[src/rtl/updown_terminal_counter.sv]
// Up/down counter with programmable limit, wrap/saturate modes, synchronous load
// and a registered terminal-count pulse with a sticky saturate-done flag.
module updown_terminal_counter #(
    parameter int               WIDTH   = 25,
    parameter logic [WIDTH-1:0] RST_VAL = '0
) (
    input  logic             clk,
    input  logic             rst_n,
    input  logic             en,
    input  logic             dir,
    input  logic             wrap,
    input  logic [WIDTH-1:0] limit,
    input  logic             load,
    input  logic [WIDTH-1:0] load_val,
    input  logic             clr_done,
    output logic [WIDTH-1:0] count,
    output logic             tc,
    output logic             done
);

    logic [WIDTH-1:0] count_nxt;
    logic             tc_nxt;
    logic             done_nxt;
    logic             at_term;
    logic [WIDTH-1:0] load_clamped;

    // Counting up from above a freshly lowered limit is treated as terminal.
    assign at_term      = dir ? (count >= limit) : (count == '0);
    assign load_clamped = (load_val > limit) ? limit : load_val;

    always_comb begin
        count_nxt = count;
        tc_nxt    = 1'b0;
        done_nxt  = done;
        if (load) begin
            count_nxt = load_clamped;
            done_nxt  = 1'b0;
        end else begin
            if (clr_done)
                done_nxt = 1'b0;
            if (en) begin
                if (!at_term) begin
                    count_nxt = dir ? count + WIDTH'(1) : count - WIDTH'(1);
                end else if (wrap) begin
                    count_nxt = dir ? '0 : limit;
                    tc_nxt    = 1'b1;
                end else if (!done && !clr_done) begin
                    // Saturate: flag once, a pending clear blocks re-arming this edge.
                    done_nxt = 1'b1;
                    tc_nxt   = 1'b1;
                end
            end
        end
    end

    always_ff @(posedge clk or negedge rst_n) begin
        if (!rst_n) begin
            count <= RST_VAL;
            tc    <= 1'b0;
            done  <= 1'b0;
        end else begin
            count <= count_nxt;
            tc    <= tc_nxt;
            done  <= done_nxt;
        end
    end

endmodule
[config.mk]
export PLATFORM = sky130hd
export DESIGN_NAME = updown_terminal_counter
export DESIGN_NICKNAME = d
export VERILOG_FILES = /design/src/rtl/updown_terminal_counter.sv
export SDC_FILE = /design/constraint.sdc
export NUM_CORES = 1
export LEC_CHECK = 0
export CORE_ASPECT_RATIO = 1.75
export CORE_MARGIN = 2
export CORE_UTILIZATION = 40
export DETAILED_ROUTE_END_ITERATION = 8
export PLACE_DENSITY = 0.72
export SLEW_MARGIN = 20
export SYNTH_ARGS = -nofsm -noshare
export SYNTH_HDL_FRONTEND = slang
export SYNTH_SLANG_ARGS = --single-unit
[constraint.sdc]
create_clock -name clk -period 2.5 [get_ports clk]
set_input_delay 0.75 -clock clk [delete_from_list [all_inputs] [get_ports clk]]
set_output_delay 0.75 -clock clk [all_outputs]
set_load 0.01 [all_outputs]
Word-level counts from Yosys, hierarchy flattened:

Cells that the tools add are included.

* $add $sub $neg: 2
* $lt $le $gt $ge: 2
* eq/ne operators: 1
* muxes and demuxes: 19
* reduce and logical (&&, ||, !) cells: 6

Operators with widths (count)
* two-way mux 25 bit: 7
* adder 25 x 1 -> 25 bit (second input constant): 1
* >= comparator 25 bit: 1
* > comparator 25 bit: 1
* zero test 25 bit: 1
* subtractor 25 x 1 -> 25 bit (second input constant): 1
* two-way mux 1 bit: 12
* != test 3 bit (second input constant): 1
* zero test 1 bit: 2
* AND reduction 2 bit: 1
* nonzero test 2 bit: 1
* logical AND 1 bit: 1

* register bits: 27
* bits of input ports: 57
* output and inout bits: 27
* word-level logic and storage cells: 33

Logic depth before layout (Yosys ltp):

Gate-level depths: netlist of run 1.

* word-level depth: 7
* gate-level depth with buffers: 13
* depth with buffers taken out: 10

Worst setup path after synthesis of run 1:

Ideal clock, no wire load.

* kind: in2reg
* from: in dir
* to: reg count[17]
* setup time: 94 ps
* data arrival time: 3853 ps
* data required time: 2406 ps
* path slack: -1446 ps
* stages on the path: 12
* path buffers: 2
* cells stage by stage: buf_2 -> inv_2 -> clkbuf_1 -> ha_1 -> o21a_1 -> o211a_1 -> a21boi_1 -> o211ai_1 -> a2111o_1 -> o41ai_1 -> o21ai_1 -> a221oi_2

* word-level cells in the longest chain between the ends: 5
* elaborated cells between the ends (all ways): 9
* classes of those cells: eq/ne: 1; mux: 7; reduce/logical: 1

RTL lines
* start: declaration: RTL line 10 `input logic dir,`
* two-way mux 25 bit: RTL line 45 `count_nxt = dir ? '0 : limit;`
* two-way mux 25 bit: RTL line 44 `end else if (wrap) begin`
* two-way mux 25 bit: RTL line 42 `if (!at_term) begin`
* two-way mux 25 bit: RTL line 41 `if (en) begin`
* two-way mux 25 bit: RTL line 35 `if (load) begin`
* end signal: assignment: RTL line 62 `count <= count_nxt;`
* end: declaration: RTL line 16 `output logic [WIDTH-1:0] count,`

Several ways; a longest one is shown, not always the timed one. The select of a mux whose other input is x is not followed.
A chain may end at the register's enable or synchronous reset.

Worst setup path after layout of run 1:

* from: in limit[11]
* to: reg count[0]

* word-level cells in the longest chain between the ends: 5
* elaborated cells between the ends (all ways): 9
* classes of those cells: order compare: 2; eq/ne: 1; mux: 5; reduce/logical: 1

RTL lines
* start: declaration: RTL line 12 `input logic [WIDTH-1:0] limit,`
* >= comparator 25 bit: RTL line 28 `assign at_term = dir ? (count >= limit) : (count == '0);`
* two-way mux 1 bit: RTL line 28
* two-way mux 25 bit: RTL line 42
* two-way mux 25 bit: RTL line 41
* two-way mux 25 bit: RTL line 35

Several ways; a longest one is shown, not always the timed one. The select of a mux whose other input is x is not followed.

==> results of run 1 <==
[synthesized netlist by cell type, types with 3 or more instances]
cell type and instances:
sky130_fd_sc_hd__o2bb2ai_1 4, sky130_fd_sc_hd__o211a_1 3, sky130_fd_sc_hd__buf_2 4, sky130_fd_sc_hd__o211ai_1 13
sky130_fd_sc_hd__nand2_1 37, sky130_fd_sc_hd__o21ai_1 11, sky130_fd_sc_hd__nor4_1 8, sky130_fd_sc_hd__nor2_1 34
sky130_fd_sc_hd__a211oi_2 3, sky130_fd_sc_hd__o21a_1 5, sky130_fd_sc_hd__xnor2_1 10, sky130_fd_sc_hd__nand4_1 10
sky130_fd_sc_hd__buf_6 3, sky130_fd_sc_hd__clkbuf_1 11, sky130_fd_sc_hd__buf_4 3, sky130_fd_sc_hd__a211oi_1 18
sky130_fd_sc_hd__nor3_1 13, sky130_fd_sc_hd__a221oi_1 4, sky130_fd_sc_hd__a21o_1 10, sky130_fd_sc_hd__o221a_1 12
sky130_fd_sc_hd__nand2b_1 6, sky130_fd_sc_hd__xor2_1 5, sky130_fd_sc_hd__a31oi_1 3, sky130_fd_sc_hd__o21ai_0 20
sky130_fd_sc_hd__ha_1 73, sky130_fd_sc_hd__inv_1 37, sky130_fd_sc_hd__a21oi_1 62, sky130_fd_sc_hd__dfrtp_1 27
sky130_fd_sc_hd__or2_1 3, sky130_fd_sc_hd__a221oi_2 4, sky130_fd_sc_hd__nand3_1 13, sky130_fd_sc_hd__mux2i_1 14
[layout make-up]
| class | count | area share |
|---|---|---|
| Timing Repair Buffer | 290 | 0.317 |
| Inverter | 38 | 0.0232 |
| Tap cell | 127 | 0.0198 |
| Multi-Input combinational cell | 440 | 0.543 |
| Sequential cell | 27 | 0.0842 |
| Clock inverter | 1 | 0.000936 |
| Timing Repair inverter | 2 | 0.00218 |
| Clock buffer | 3 | 0.00936 |
[worst min-delay path by stage]
stage                     startpoint  endpoint  slack (ps)  cells past startpoint
final                           done      done         620                      2
after global routing            done      done         640                      2
after CTS                       done      done         620                      2
after detailed placement        done      done         610                      2
after global placement          done      done         590                      2
after floorplan                rst_n  count[0]         450                      0
[kinds of logic (layout without fill, tap and decap cells)]
kind of cell	count (synthesis)	after routing	share of synthesized area
adders and majority gates	74	74	0.220
and+or+nand+nor	138	138	0.159
buffers and inverters	59	334	0.0614
DFF	27	27	0.159
muxes	15	15	0.0357
xor gates and xnor gates	15	15	0.0310
AOI/OAI and AO/OA	198	198	0.333
[metrics by stage]
step	hold slack, ps	instance area, µm²	worst slack, ps
detailed placement	609	6550	-1220
finish	623	8020	-557
global route	642	8020	-652
floorplan	454	4480	-530
global placement	585	6550	-1140
CTS	623	7610	-296
[power groups by stage]
stage / Clock (mW) / Combinational, mW / Sequential (mW)
final: 0.437 / 3.98 / 0.726
after floorplan: 0 / 1.59 / 0.719
after detailed placement: 0 / 3.02 / 0.675
after CTS: 0.427 / 3.44 / 0.690
after global routing: 0.440 / 4.18 / 0.725
after global placement: 0 / 2.95 / 0.674
[metal layers]
layer	GRT usage	vias to the layer above	routed length, µm
met5	0	-	0
met2	0.631	497	11400
met4	0.290	0	2800
met1	0.350	2912	7810
met3	0.0599	245	2080
li1	-	2588	-
[flip-flops by register name, summed over array words and instances (netlist names)]
name,flops
tc,1
done,1
count,25
[worst min-delay path, cell delays in order (launching register included)]
cell	delay (ps)
sky130_fd_sc_hd__dfrtp_1	410
sky130_fd_sc_hd__a21oi_1	120
sky130_fd_sc_hd__nor3_1	60
[timing repair]
action                     in CTS  in global routing
hold endpoints to repair        0                  0
setup endpoints to repair      27                 27
gates resized for setup       268                 91
cloned                          5                  3
pin swaps                      69                 37
setup buffers                  25                  9
==> metrics.md, run 1 <==
| Metric | Value |
|---|---|
| Outcome | finished with violations |
| Violated checks | negative setup slack |
| CTS tree | done |
| Standard-cell row count | just under 50 |
| Peak supply drop | about 0.43 mV |
| Vias in the first global route | between 6,000 and 7,000 |
| DR DRC count | 0 |
| Total number of vias | about 6,200 |
| Mapped Nets | around 660 |
| Maximum single-stage delay on the critical path | about 470 ps |
| I/O pin total | 84 |
| Routed wire length | 24,100 µm |
| Library cell occupying the most area in the post-synthesis netlist | sky130_fd_sc_hd__ha_1 |
| Relative contribution of sequential cells to total power | 0.141 |
| Insertion delay of the later-clocked pin in the worst-skew pair | roughly 300 ps |
| Top cells by area, synth | sky130_fd_sc_hd__ha_1, sky130_fd_sc_hd__dfrtp_1, sky130_fd_sc_hd__a21oi_1, sky130_fd_sc_hd__mux2i_1, sky130_fd_sc_hd__inv_1 |
| Crit path cell chain | buf_8, inv_6, ha_4, nand4_1, nor4_4, o221ai_2, o311ai_4, nand2_4, buf_4, clkbuf_16, mux2i_1, nand2_1, o221a_1 |
| Register area | 676 µm² |
| Footprint of the multi-input gates | 0.00435 mm² |
| Final core area utilization | 0.779 |
| RSZ-0062 raised after global routing | yes |
| Drt wl/cell | ~26 µm |
| Ratio of total power to cell area | 641 mW/mm² |
| Period Utilization, post-route | 1.22 |
| Post-Layout Cell Count | around 930 |
| Vias per inst | between 6 and 7 |
| Worst setup SP type | input pin |
| Number of nets with antenna violations after routing | 0 |
| CTS Root Buffer Type | sky130_fd_sc_hd__clkbuf_16 |
| Internal power component | between 2 and 3 mW |
| Commonest cells after routing, fill and taps aside | sky130_fd_sc_hd__buf_4, sky130_fd_sc_hd__a21oi_1, sky130_fd_sc_hd__ha_4 |
| Number of antenna violations at the first check in global routing | 0 |
| Clock skew after layout | around 16 ps |
| Worst flop-to-flop path endpoint | count[10] |
| Largest net degree at the start of global routing | 28 |
| Slew Limit Headroom | 0.652 |
| Detailed-placement wirelength estimate | between 10,000 and 15,000 µm |
| DRT iter0 DRCs | approximately 560 |
| H-tree depth | 1 |
| Net switching component of the power | between 2 and 2.5 mW |
| Inst Count DP | ~880 |
| Finish-stage setup viols | 26 |
| Detailed-routing iteration count for the pre-antenna-repair pass | 5 |
| Combined buffer and inverter count along the critical path | 4 |
| Worst-case reg-to-reg path depth | 12 |
| Critical Path RT | 2690 ps |
| Commonest register cell after synthesis | sky130_fd_sc_hd__dfrtp_1 |
| Synthesis-stage register bit count | 27 |
| Critical path startpoint | limit[11] |
| Initial Utilization | 0.411 |
| Inserted Clock Buffers | 3 |
| Fraction of power consumed by combinational cells | 0.774 |
| Fin. Hold Viols | 0 |
| Number of buffers inserted by hold repair at cts | 0 |
| Die Span X | between 80 and 90 µm |
| Number of nets in the layout | ~930 |
| Reg2reg start | count[7] |
| Number of max-cap violations | 0 |
| Minimum clock period | 3060 ps |
| Slew Limit Fails | 0 |
| Maximum clock rate | between 300 and 400 MHz |
| Average cell area after synthesis | around 8.1 µm² |
| Capture point of the critical path | count[0] |
| Distinct cells, synth | 64 |
| First-pass GRT wire length | between 30,000 and 40,000 µm |
| Proportion of layout cells with a drive suffix above 1 | 0.513 |
| Clock slew seen by the registers of the worst setup and hold paths | 90 ps |
| # diodes | 0 |
| CP arrival | 3250 ps |
| Top-area cell type share of the netlist area | 0.216 |
| Global routing usage summed across all routing layers | 0.358 |
| Post-synthesis instance total | between 500 and 600 |
| Core Box Area | roughly 0.010 mm² |
| Most common cell after layout, fill and taps aside | sky130_fd_sc_hd__buf_4 |
| Vert. Die Dim | ~140 µm |
| Final setup slack of the worst path | -557 ps |
| Fill cell count | 622 |
| Worst setup slack for register-to-register paths | -460 ps |
| Critical Path Slowest Stage Cell | sky130_fd_sc_hd__nor4_4 |
| Yosys Warn Count | 0 |
| Layout Area Growth over Synthesis | 89.3% |
| Final TNS setup | -10,160 ps |
| Number of buffer cells added on primary ports | between 80 and 90 |
| Worst-path maximum fanout | 6 |
| Register area share after synthesis | 0.159 |
| Mapped cell area | between 0.004 and 0.005 mm² |
| CTS sink cnt | 27 |
| Count of cell instances traversed by the critical path | 13 |
| Global-route congestion overflow total | 0 |
| Kind of cell with the highest combined delay on the critical path | simple AND/OR/NAND/NOR gates |
| Sw Ratio | 0.464 |
| Total power | between 5 and 6 mW |
| Classification of the worst-slack hold path | reg -> reg |
| Worst setup path category | in -> reg |
| Worst-Margin Slew | 522 ps |
| Fraction of registers with async set or reset after synthesis | 1.00 |
| Kind of end point of the critical path | flop |
| Gp weighted congestion | 0.973 |
| Maximum buffer depth of the clock tree | 2 |
| Die area | approximately 0.011 mm² |
| Power share of the clock group | 0.085 |
| Leakage power summed over all cells | between 3 and 4 nW |
| Number of enable flip-flop cells after synthesis | 0 |
Power figures use the tool's default switching activity.
==> run 2, diff against run 1 <==
- ABC_AREA: unset -> 1
- CORE_UTILIZATION: 40 -> 28
- PLACE_DENSITY: 0.72 -> 0.54
- SKIP_LAST_GASP: unset -> 1
==> run 2 against run 1 <==
Effect of this change: the run now ends clean; clock skew is 9.8 ps lower; total power is 14% lower; routed wire length is 17% lower; sequential share of layout area is 0.10 points higher; count of clock-buffer cells in the layout is 1 higher.
==> metrics.md, run 2 <==
| Metric | Value |
|---|---|
| Drt wl/cell | 15.6 µm (-40%) |
| Commonest cells after routing, fill and taps aside | sky130_fd_sc_hd__nand2_1, sky130_fd_sc_hd__buf_4, sky130_fd_sc_hd__inv_1 |
| Mapped cell area | 0.00491 mm² (+16%) |
| Power share of the clock group | 0.091 (+0.006) |
| Net switching component of the power | 2.09 mW (-12%) |
| Outcome | finished, final reports clean |
| CTS tree | done |
| Finish-stage setup viols | 0 (-100%) |
| Number of nets with antenna violations after routing | 0 (unchanged) |
| Maximum buffer depth of the clock tree | 2 (unchanged) |
| Number of buffer cells added on primary ports | 83 (unchanged) |
| Peak supply drop | 0.239 mV (-44%) |
| Number of antenna violations at the first check in global routing | 0 (unchanged) |
| Detailed-routing iteration count for the pre-antenna-repair pass | 5 (unchanged) |
| CTS Root Buffer Type | sky130_fd_sc_hd__clkbuf_16 |
| First-pass GRT wire length | 31,000 µm (-1.0%) |
| Yosys Warn Count | 0 (unchanged) |
| Mux cell area share after synthesis | 0 (-0.0357) |
| Post-synthesis xor/xnor area fraction | 0.0286 (-0.00244) |
| Global routing usage summed across all routing layers | 0.209 (-0.149) |
| Global routing's busiest layer | met2 |
| Proportion of layout cells with a drive suffix above 1 | 0.313 (-0.200) |
| Number of nets in the layout | 1,187 (+27%) |
| Detailed-placement wirelength estimate | 15,600 µm (+11%) |
| Classification of the worst-slack hold path | reg -> reg |
| Top cells by area, synth | sky130_fd_sc_hd__nand2_1, sky130_fd_sc_hd__ha_1, sky130_fd_sc_hd__dfrtp_1, sky130_fd_sc_hd__nand3_1, sky130_fd_sc_hd__inv_1 |
| Ratio of total power to cell area | 557 mW/mm² (-13%) |
| DRT iter0 DRCs | 392 (-30%) |
| DR DRC count | 0 (unchanged) |
| Worst-Margin Slew | 515 ps (-6.86 ps) |
| Number of enable flip-flop cells after synthesis | 0 (unchanged) |
| Synthesis-stage register bit count | 27 (unchanged) |
| Worst setup SP type | input pin |
| Number of flip-flops under the largest register name | 25 (unchanged) |
| Library cell occupying the most area in the post-synthesis netlist | sky130_fd_sc_hd__nand2_1 |
| Main combinational cell family by area after synthesis | simple AND/OR/NAND/NOR gates |
| Met2 Usage GRT | 0.427 (-0.204) |
| # diodes | 0 (unchanged) |
| Fraction of power consumed by combinational cells | 0.742 (-0.032) |
| Kind of end point of the critical path | flop |
| Post-synthesis simple-gate area fraction | 0.456 (+0.298) |
| Vert. Die Dim | 179 µm (+28%) |
| Initial Utilization | 0.284 (-0.128) |
| Slew Limit Headroom | 0.656 (+0.00458) |
| Fraction of registers with async set or reset after synthesis | 1.00 (unchanged) |
| CP arrival | 2610 ps (-640 ps) |
| Clock slew seen by the registers of the worst setup and hold paths | 70 ps (-20 ps) |
| Total power | 4.41 mW (-14%) |
| Gp weighted congestion | 0.905 (-7.1%) |
| Clock skew after layout | 6.07 ps (-9.84 ps) |
| Leakage power summed over all cells | 4.07 nW (+17%) |
| Maximum clock rate | 410 MHz (+25%) |
| Worst setup path category | in -> reg |
| Critical Path RT | 2680 ps (about the same) |
| RSZ-0062 raised after global routing | yes |
| GR Layer Usage met1 | 0.220 (-0.129) |
| Mapped Nets | 978 (+49%) |
| Worst setup slack for register-to-register paths | 180 ps (+640 ps) |
| Vias per inst | 4.85 (-28%) |
| Period Utilization, post-route | 0.976 (-0.247) |
| Relative contribution of sequential cells to total power | 0.167 (+0.026) |
| Sw Ratio | 0.474 (+0.00971) |
| Global-route congestion overflow total | 0 (unchanged) |
| Minimum clock period | 2440 ps (-618 ps) |
| Fin. Hold Viols | 0 (unchanged) |
| Worst-path maximum fanout | 6 (unchanged) |
| Average cell area after synthesis | 5.79 µm² (-28%) |
| Core Box Area | 0.0173 mm² (+68%) |
| Routed wire length | 20,000 µm (-17%) |
| Post-synthesis compound-gate area fraction | 0.0729 (-0.260) |
| Top-area cell type share of the netlist area | 0.234 (+0.0185) |
| Most common cell after layout, fill and taps aside | sky130_fd_sc_hd__nand2_1 |
| Commonest register cell after synthesis | sky130_fd_sc_hd__dfrtp_1 |
| Leading cell types by count after synthesis | sky130_fd_sc_hd__nand2_1, sky130_fd_sc_hd__inv_1, sky130_fd_sc_hd__nand3_1 |
| Layout Area Growth over Synthesis | 61.5% |
| Global routing usage on met3 | 0.00763 (-0.0523) |
| Worst-case reg-to-reg path depth | 11 (-1) |
| Register area share after synthesis | 0.138 (-0.0217) |
| I/O pin total | 84 (unchanged) |
| Count leader, synth | sky130_fd_sc_hd__nand2_1 |
| Post-synthesis instance total | 847 (+61%) |
| Number of max-cap violations | 0 (unchanged) |
| Die Span X | 104 µm (+27%) |
| Biggest register | count |
| Adder-cell share of the synthesized area | 0.190 (-0.0300) |
| Hold Path Depth | 2 (unchanged) |
| Registers with the most flip-flops | count (25), done (1), tc (1) |
| Final TNS setup | 0 ps (+10,160 ps) |
| Slew Limit Fails | 0 (unchanged) |
| Largest net degree at the start of global routing | 28 (unchanged) |
| Vias in the first global route | 6,208 (-0.048%) |
| CTS sink cnt | 27 (unchanged) |
| Distinct cells, synth | 36 (-44%) |
| Insertion delay of the later-clocked pin in the worst-skew pair | 280 ps (-20 ps) |
| Inserted Clock Buffers | 3 (unchanged) |
| Standard-cell row count | 64 (+31%) |
| Die area | 0.0186 mm² (+63%) |
| H-tree depth | 1 (unchanged) |
| WHS | 605 ps (-17.5 ps) |
| Internal power component | 2.32 mW (-16%) |
| Total number of vias | 6,234 (-0.13%) |
==> run 2: power groups by stage <==
stage	clock network (mW)	logic [mW]	registers (mW)
6_report	0.402	3.27	0.738
5_1_grt	0.410	3.63	0.747
4_1_cts	0.400	3.01	0.717
3_5_place_dp	0	2.75	0.711
3_3_place_gp	0	2.73	0.712
2_1_floorplan	0	1.51	0.684
==> run 2: per-stage QoR <==
stage	worst slack (ps)	utilization	area (µm²)	std cells
after global placement	-858	0.396	6840	1262
after floorplan	31.5	-	4930	847
after global routing	-16.4	0.458	7930	1286
final	60.9	0.458	7930	1286
after CTS	-4.13	0.431	7450	1279
after detailed placement	-832	0.396	6840	1262
==> run 2: final cells by class <==
cell class / count / area (µm²)
Fill cell: 1907 / 9370
Multi-Input combinational cell: 688 / 4550
Timing Repair Buffer: 219 / 1870
Sequential cell: 27 / 676
Inverter: 116 / 455
Tap cell: 231 / 289
Clock buffer: 4 / 78.8
Timing Repair inverter: 1 / 6.26
==> run 2: kinds of logic after synthesis <==
kind of cell	after synthesis
AND/OR/NAND/NOR	528
XOR/XNOR	16
adder cells (fa/ha/maj)	74
flip-flops	27
AO/OA/AOI/OAI	67
buffers and inverters	135
==> run 2: worst max-delay path: stages <==
cell	delay (ps)
sky130_fd_sc_hd__dlygate4sd2_1	290
sky130_fd_sc_hd__ha_4	290
sky130_fd_sc_hd__nand2_2	90
sky130_fd_sc_hd__nor2_4	140
sky130_fd_sc_hd__nand3b_1	110
sky130_fd_sc_hd__nand3_2	120
sky130_fd_sc_hd__nand2_1	70
sky130_fd_sc_hd__nand3_2	110
sky130_fd_sc_hd__nand2_4	90
sky130_fd_sc_hd__buf_12	150
sky130_fd_sc_hd__clkbuf_16	150
sky130_fd_sc_hd__nand2_1	70
sky130_fd_sc_hd__nand3_1	70
sky130_fd_sc_hd__nand2_1	70
sky130_fd_sc_hd__nor2_1	30
==> run 2: repair_timing <==
| action | CTS | global route |
|---|---|---|
| hold buffers | 0 | 0 |
| buffers inserted | 6 | 6 |
| pin swaps | 20 | 54 |
| resized for setup | 145 | 167 |
| gates cloned | 7 | 1 |
| endpoints found under the setup margin | 27 | 26 |
==> run 2: worst paths after layout <==
path,startpoint,to
max in group asynchronous,rst_n,count[11]
max reg2reg,count[3],count[7]
max,load_val[6],count[11]
min reg2reg,done,done
min,done,done
min in group asynchronous,rst_n,count[3]
==> run 2: layer usage <==
| metal | share of wire | routed length [µm] |
|---|---|---|
| met2 | 0.55 | 11000 |
| met1 | 0.38 | 7670 |
| met5 | 0 | 0 |
| met3 | 0.026 | 525 |
| met4 | 0.038 | 758 |
==> run 3, diff against run 2 <==
- HOLD_SLACK_MARGIN: unset -> 0.02
==> results of run 3 <==
Final layout, timing and power as in run 2 (identical DEF).
